**config.mk**
```make
export PLATFORM = sky130hd
export DESIGN_NAME = instr_encoder_flat
export DESIGN_NICKNAME = d
export VERILOG_FILES = /design/src/rtl/instr_encoder_pkg.sv /design/src/rtl/instr_encoder_if.sv /design/src/rtl/instr_encoder_pack.sv /design/src/rtl/instr_encoder.sv /design/src/flat_wrapper.sv
export SDC_FILE = /design/constraint.sdc
export NUM_CORES = 1
export LEC_CHECK = 0
export ABC_AREA = 1
export CAP_MARGIN = 10
export CORE_UTILIZATION = 47
export DETAILED_ROUTE_END_ITERATION = 7
export PLACE_DENSITY = 0.83
export SKIP_LAST_GASP = 1
export SYNTH_ARGS = -nofsm -noshare
export SYNTH_HDL_FRONTEND = slang
export SYNTH_SLANG_ARGS = --single-unit
```
**constraint.sdc**
```tcl
create_clock -name clk -period 1.9 [get_ports clk]
set_input_delay 0.19 -clock clk [delete_from_list [all_inputs] [get_ports clk]]
set_output_delay 0.19 -clock clk [all_outputs]
set_load 0.1 [all_outputs]
```
**src/rtl/instr_encoder_pkg.sv**
```systemverilog
// Shared RV32I constants and the load-session state type for the instruction encoder.
package riscv_isa_pkg;

   localparam logic [2:0] FMT_R = 3'd0;
   localparam logic [2:0] FMT_I = 3'd1;
   localparam logic [2:0] FMT_S = 3'd2;
   localparam logic [2:0] FMT_B = 3'd3;
   localparam logic [2:0] FMT_U = 3'd4;
   localparam logic [2:0] FMT_J = 3'd5;

   localparam logic [6:0] OP_RTYPE  = 7'b0110011;
   localparam logic [6:0] OP_IMM    = 7'b0010011;
   localparam logic [6:0] OP_STORE  = 7'b0100011;
   localparam logic [6:0] OP_BRANCH = 7'b1100011;
   localparam logic [6:0] OP_LUI    = 7'b0110111;
   localparam logic [6:0] OP_JAL    = 7'b1101111;

   typedef enum logic [1:0] {
      ST_IDLE = 2'd0,
      ST_LOAD = 2'd1,
      ST_DONE = 2'd2
   } state_e;

endpackage

```
**src/rtl/instr_encoder_if.sv**
```systemverilog
// Field-bundle input, instruction-memory write port and session status of the encoder.
interface instr_encoder_if #(parameter int DEPTH = 64) ();

   logic                         start;
   logic                         finish;
   logic                         in_valid;
   logic                         in_ready;
   logic [2:0]                   fmt;
   logic [6:0]                   opcode;
   logic [4:0]                   rd;
   logic [4:0]                   rs1;
   logic [4:0]                   rs2;
   logic [2:0]                   funct3;
   logic [6:0]                   funct7;
   logic [31:0]                  imm;
   logic                         imem_we;
   logic [31:0]                  imem_addr;
   logic [31:0]                  imem_wdata;
   logic [$clog2(DEPTH+1)-1:0]   count;
   logic                         busy;
   logic                         done;
   logic                         err;

   modport master (
      output start, finish, in_valid, fmt, opcode, rd, rs1, rs2, funct3, funct7, imm,
      input  in_ready, imem_we, imem_addr, imem_wdata, count, busy, done, err
   );

   modport slave (
      input  start, finish, in_valid, fmt, opcode, rd, rs1, rs2, funct3, funct7, imm,
      output in_ready, imem_we, imem_addr, imem_wdata, count, busy, done, err
   );

endinterface

```
**src/rtl/instr_encoder_pack.sv**
```systemverilog
// Combinational RV32I field packer: builds the 32-bit word for a format and flags
// bundles that cannot be encoded (reserved format, odd branch/jump offset).
module instr_pack
   import riscv_isa_pkg::*;
(
   input  logic [2:0]  fmt_i,
   input  logic [6:0]  opcode_i,
   input  logic [4:0]  rd_i,
   input  logic [4:0]  rs1_i,
   input  logic [4:0]  rs2_i,
   input  logic [2:0]  funct3_i,
   input  logic [6:0]  funct7_i,
   input  logic [31:0] imm_i,
   output logic [31:0] word_o,
   output logic        illegal_o
);

   always_comb begin
      word_o    = 32'h0000_0000;
      illegal_o = 1'b0;
      case (fmt_i)
         FMT_R: word_o = {funct7_i, rs2_i, rs1_i, funct3_i, rd_i, opcode_i};
         FMT_I: word_o = {imm_i[11:0], rs1_i, funct3_i, rd_i, opcode_i};
         FMT_S: word_o = {imm_i[11:5], rs2_i, rs1_i, funct3_i, imm_i[4:0], opcode_i};
         FMT_B: begin
            word_o    = {imm_i[12], imm_i[10:5], rs2_i, rs1_i, funct3_i,
                         imm_i[4:1], imm_i[11], opcode_i};
            illegal_o = imm_i[0];
         end
         FMT_U: word_o = {imm_i[31:12], rd_i, opcode_i};
         FMT_J: begin
            word_o    = {imm_i[20], imm_i[10:1], imm_i[11], imm_i[19:12], rd_i, opcode_i};
            illegal_o = imm_i[0];
         end
         default: illegal_o = 1'b1;
      endcase
   end

endmodule

```
**src/rtl/instr_encoder.sv**
```systemverilog
// Load-session encoder: accepts field bundles, packs them and streams the words
// into instruction memory at consecutive addresses through a registered write port.
module instr_encoder
   import riscv_isa_pkg::*;
#(
   parameter int          DEPTH     = 64,
   parameter logic [31:0] BASE_ADDR = 32'h0000_0000
) (
   input  logic          clk,
   input  logic          reset,
   instr_encoder_if.slave bus
);

   localparam int             CW      = $clog2(DEPTH + 1);
   localparam logic [CW-1:0]  DEPTH_C = CW'(DEPTH);
   localparam logic [CW-1:0]  ONE_C   = CW'(1);

   state_e         state_q, state_d;
   logic [31:0]    addr_q, addr_d;
   logic [CW-1:0]  count_q, count_d;
   logic           err_q, err_d;
   logic           we_q, we_d;
   logic [31:0]    waddr_q, waddr_d;
   logic [31:0]    wdata_q, wdata_d;

   logic           in_ready_s;
   logic           busy_s;
   logic           done_s;
   logic           accept_s;
   logic           illegal_s;
   logic [31:0]    word_s;

   instr_pack u_pack (
      .fmt_i     (bus.fmt),
      .opcode_i  (bus.opcode),
      .rd_i      (bus.rd),
      .rs1_i     (bus.rs1),
      .rs2_i     (bus.rs2),
      .funct3_i  (bus.funct3),
      .funct7_i  (bus.funct7),
      .imm_i     (bus.imm),
      .word_o    (word_s),
      .illegal_o (illegal_s)
   );

   always_ff @(posedge clk) begin
      if (reset) begin
         state_q <= ST_IDLE;
      end else begin
         state_q <= state_d;
      end
   end

   // The full-session exit looks at the registered count, one cycle after the last write.
   always_comb begin
      state_d = state_q;
      case (state_q)
         ST_IDLE: begin
            if (bus.start) state_d = ST_LOAD;
            else           state_d = ST_IDLE;
         end
         ST_LOAD: begin
            if (bus.start)                              state_d = ST_LOAD;
            else if (bus.finish || (count_q == DEPTH_C)) state_d = ST_DONE;
            else                                        state_d = ST_LOAD;
         end
         ST_DONE: begin
            if (bus.start) state_d = ST_LOAD;
            else           state_d = ST_DONE;
         end
         default: state_d = ST_IDLE;
      endcase
   end

   always_comb begin
      busy_s     = (state_q == ST_LOAD);
      done_s     = (state_q == ST_DONE);
      in_ready_s = busy_s && (count_q < DEPTH_C) && !bus.start && !bus.finish;
   end

   assign accept_s = bus.in_valid && in_ready_s;

   // A start always wins: the session is re-armed and any same-cycle bundle is lost.
   always_comb begin
      addr_d  = addr_q;
      count_d = count_q;
      err_d   = err_q;
      we_d    = 1'b0;
      waddr_d = waddr_q;
      wdata_d = wdata_q;
      if (bus.start) begin
         addr_d  = BASE_ADDR;
         count_d = {CW{1'b0}};
         err_d   = 1'b0;
      end else if (accept_s) begin
         if (illegal_s) begin
            err_d = 1'b1;
         end else begin
            we_d    = 1'b1;
            waddr_d = addr_q;
            wdata_d = word_s;
            addr_d  = addr_q + 32'd4;
            count_d = count_q + ONE_C;
         end
      end else begin
         addr_d = addr_q;
      end
   end

   always_ff @(posedge clk) begin
      if (reset) begin
         addr_q  <= BASE_ADDR;
         count_q <= {CW{1'b0}};
         err_q   <= 1'b0;
         we_q    <= 1'b0;
         waddr_q <= 32'h0000_0000;
         wdata_q <= 32'h0000_0000;
      end else begin
         addr_q  <= addr_d;
         count_q <= count_d;
         err_q   <= err_d;
         we_q    <= we_d;
         waddr_q <= waddr_d;
         wdata_q <= wdata_d;
      end
   end

   assign bus.in_ready   = in_ready_s;
   assign bus.imem_we    = we_q;
   assign bus.imem_addr  = waddr_q;
   assign bus.imem_wdata = wdata_q;
   assign bus.count      = count_q;
   assign bus.busy       = busy_s;
   assign bus.done       = done_s;
   assign bus.err        = err_q;

endmodule
```
**src/flat_wrapper.sv**
```systemverilog
// flat-port wrapper written by rule: the top's interface ports become plain ports
module instr_encoder_flat import riscv_isa_pkg::*;
#(
   parameter int          DEPTH     = 64,
   parameter logic [31:0] BASE_ADDR = 32'h0000_0000
)
  (clk, reset, bus_start, bus_finish, bus_in_valid, bus_fmt, bus_opcode, bus_rd, bus_rs1, bus_rs2, bus_funct3, bus_funct7, bus_imm, bus_in_ready, bus_imem_we, bus_imem_addr, bus_imem_wdata, bus_count, bus_busy, bus_done, bus_err);
  instr_encoder_if #(.DEPTH(DEPTH)) bus_i ();
  input  logic clk;
  input  logic reset;
  input wire logic [$bits(bus_i.start)-1:0] bus_start;
  input wire logic [$bits(bus_i.finish)-1:0] bus_finish;
  input wire logic [$bits(bus_i.in_valid)-1:0] bus_in_valid;
  input wire logic [$bits(bus_i.fmt)-1:0] bus_fmt;
  input wire logic [$bits(bus_i.opcode)-1:0] bus_opcode;
  input wire logic [$bits(bus_i.rd)-1:0] bus_rd;
  input wire logic [$bits(bus_i.rs1)-1:0] bus_rs1;
  input wire logic [$bits(bus_i.rs2)-1:0] bus_rs2;
  input wire logic [$bits(bus_i.funct3)-1:0] bus_funct3;
  input wire logic [$bits(bus_i.funct7)-1:0] bus_funct7;
  input wire logic [$bits(bus_i.imm)-1:0] bus_imm;
  output wire logic [$bits(bus_i.in_ready)-1:0] bus_in_ready;
  output wire logic [$bits(bus_i.imem_we)-1:0] bus_imem_we;
  output wire logic [$bits(bus_i.imem_addr)-1:0] bus_imem_addr;
  output wire logic [$bits(bus_i.imem_wdata)-1:0] bus_imem_wdata;
  output wire logic [$bits(bus_i.count)-1:0] bus_count;
  output wire logic [$bits(bus_i.busy)-1:0] bus_busy;
  output wire logic [$bits(bus_i.done)-1:0] bus_done;
  output wire logic [$bits(bus_i.err)-1:0] bus_err;
  assign bus_i.start = bus_start;
  assign bus_i.finish = bus_finish;
  assign bus_i.in_valid = bus_in_valid;
  assign bus_i.fmt = bus_fmt;
  assign bus_i.opcode = bus_opcode;
  assign bus_i.rd = bus_rd;
  assign bus_i.rs1 = bus_rs1;
  assign bus_i.rs2 = bus_rs2;
  assign bus_i.funct3 = bus_funct3;
  assign bus_i.funct7 = bus_funct7;
  assign bus_i.imm = bus_imm;
  assign bus_in_ready = bus_i.in_ready;
  assign bus_imem_we = bus_i.imem_we;
  assign bus_imem_addr = bus_i.imem_addr;
  assign bus_imem_wdata = bus_i.imem_wdata;
  assign bus_count = bus_i.count;
  assign bus_busy = bus_i.busy;
  assign bus_done = bus_i.done;
  assign bus_err = bus_i.err;
  instr_encoder #(.DEPTH(DEPTH), .BASE_ADDR(BASE_ADDR)) u_core (.clk(clk), .reset(reset), .bus(bus_i));
endmodule
```
==> flow_summary.yaml <==
outcome:
  status: "finished clean"
synth:
  seq_area_frac_synth: 0.425
  syn_area_um2: 4850
  ys_warn_count: 0
  synthCells: 732
  yosys_register_bits: 103
  syn_area_per_cell_um2: 6.63
  synth.distinct_cells: 28
final_layout:
  fill_cells: 852
  antenna_cells: 0
  post-route-util: 0.691
  drive_above_1_share: 0.185
  fin_nets: 968
  area_delta_synth_final_pct: 41.0
cts:
  cts_tree: "built"
  clkSinkCount: 103
  cts_hold_buf: 0
  ctsResizeCount: 0
  numCtsBuffers: 9
  post_cts_buffers: 0
  root_buffer: "clkbuf_8"
  h-tree-depth: 3
  clk_latency_ps: 370
  clock_path_buffers: 2
  path_clk_slew_ps: 100
detailed_routing:
  ant_nets: 0
  viasPerCell: 5.20
  route.detailed.drc: 0
  drt_iter0_drc: 315
  via_count: 5359
  drt-pass1-iter-count: 4
  routed_wl_mm: 14.4
  routedWlPerCell_um: 14.0
timing:
  finalSetupViolations: 0
  whs_ps: 395
  fmax_mhz: 566
  hold_viol_final: 0
  post-route-period-util: 0.930
  postLayoutSetupSlackWorst_ps: 133
  drv_slew: 0
  tns_ps: 0
  rsz0062_at_grt: "false"
  clock-skew-final_ps: 10.6
  layout_min_cycle_time_ps: 1770
global_routing:
  grt.total_usage: 0.272
  grt_pass1_vias: 5287
  grt_pass1_wl_mm: 24.1
  grt_max_degree: 39
  antenna_found_initial: 0
  globalRouteOverflowTotal: 0
pwr:
  power_density_nw_per_um2: 641
  ir_drop_uv: 448
  fin_total_pwr_mw: 4.39
  p_leak_nw: 3.05
floorplanning:
  fp.dieH_um: 104
  io_pins: 148
  coreArea_um2: 9910
  die_x_um: 104
  rows: 36
  start_util: 0.490
  dieArea_um2: 10700
job:
  max_cap_viol_count: 0
placed_design:
  hpwl_mm: 11.0
  io_buffers: 145
  dp_slack_ps: -89.5
  gp_congestion: 0.900
setup_path:
  critPathCaptureType: "flop"
  worstPathMaxFanout: 5
  required_ps: 2220
  cp-start-kind: "flop"
  crit_arrival_ps: 2080
  path_class: "flop to flop"
min_path:
  hp-class: "input port to flop"
## layout make-up
| type | count | area [µm²] | area share |
|---|---|---|---|
| multi-input cells | 540 | 2510 | 0.366 |
| flip-flops and latches | 103 | 2060 | 0.302 |
| repair buffers | 185 | 1690 | 0.247 |
| inverters | 54 | 203 | 0.0296 |
| well taps | 133 | 166 | 0.0243 |
| clock buffers | 11 | 131 | 0.0192 |
| clock inverters | 5 | 82.6 | 0.0121 |
## layout by cell type, fill, tap and decap left out, drive strengths merged, types with 11 or more instances in the layout
| cell | Yosys | layout |
|---|---|---|
| dfxtp | 103 | 103 |
| nor2 | 179 | 179 |
| inv | 53 | 53 |
| nand2 | 153 | 153 |
| buf | 13 | 114 |
| nand3 | 51 | 51 |
| o21ai | 77 | 77 |
| clkdlybuf4s50 | 0 | 71 |
| clkbuf | 23 | 11 |
| a21oi | 46 | 46 |
## worst paths after layout
kind	from	end	slack [ps]	cells after the start
hold / removal	bus_opcode[0]	u_core.bus.imem_wdata[0]	390	3
setup / recovery	u_core.addr_q[3]	u_core.addr_q[28]	130	9
setup reg to reg	u_core.addr_q[3]	u_core.addr_q[28]	130	9
hold reg to reg	u_core.bus.imem_wdata[30]	u_core.bus.imem_wdata[30]	480	2
## logic make-up after synthesis
kind of cell | Yosys count | synth area share
AOI/OAI and AO/OA | 127 | 0.134
xor gates and xnor gates | 9 | 0.0162
buffers and inverters | 90 | 0.0817
and+or+nand+nor | 399 | 0.335
other | 1 | 0.000773
adders and majority gates | 3 | 0.00773
DFF | 103 | 0.425
## report_power, final
| part | switching, mW | internal, mW |
|---|---|---|
| sequential | 0.0166 | 2.19 |
| clock | 0.754 | 0.743 |
| combinational | 0.426 | 0.262 |
## metal layers
layer / GRT usage / wire [µm] / up-vias
met5: 0 / 0 / -
met4: 0.111 / 381 / 0
met3: 0.0629 / 874 / 33
met2: 0.496 / 7440 / 198
met1: 0.303 / 5720 / 2483
li1: - / - / 2645
## worst max-delay path: stages, from the launching register on
cell	delay [ps]
dfxtp_1	410
ha_2	250
nand3_1	200
inv_1	150
nand3_1	100
nor3_1	290
nand2_1	110
nand2_1	80
nand2_1	50
nor2_1	70
## registers in the layout, indices dropped and copies added, names as in the netlist
register	flops
u_core.bus.imem_addr	30
u_core.bus.imem_we	1
u_core.state_q	2
u_core.addr_q	30
u_core.bus.count	7
u_core.bus.err	1
u_core.bus.imem_wdata	32
## Yosys cell counts
master     count  share of area
xor2_1         3         0.0054
nor3_1         5         0.0052
nand3b_1       3         0.0046
inv_2          4         0.0031
conb_1         1        0.00077
a31oi_1        1         0.0013
o31ai_1        1         0.0015
a21oi_1       46          0.047
clkbuf_1      23          0.018
o2111ai_1      1         0.0018
dfxtp_1      103           0.42
buf_4          2         0.0031
o21ai_0       73          0.075
nand2_1      151           0.12
and2_1         2         0.0026
ha_1           3         0.0077
buf_2          5         0.0052
o21ai_1        4         0.0041
clkinv_1       1        0.00077
inv_1         49          0.038
buf_6          6          0.014
o211a_1        1         0.0021
xnor2_1        6          0.011
nand4_1        6         0.0077
nor2_1       176           0.14
nand3_1       51          0.053
nor2_4         3         0.0070
nand2_2        2         0.0026
## stage by stage
stage                     std cells  cell area [µm²]
after floorplan                 733             5000
after global placement         1015             6630
after detailed placement       1015             6630
after CTS                      1031             6840
after global routing           1031             6850
final                          1031             6850
Note: power is estimated with default switching activity, not from simulation.
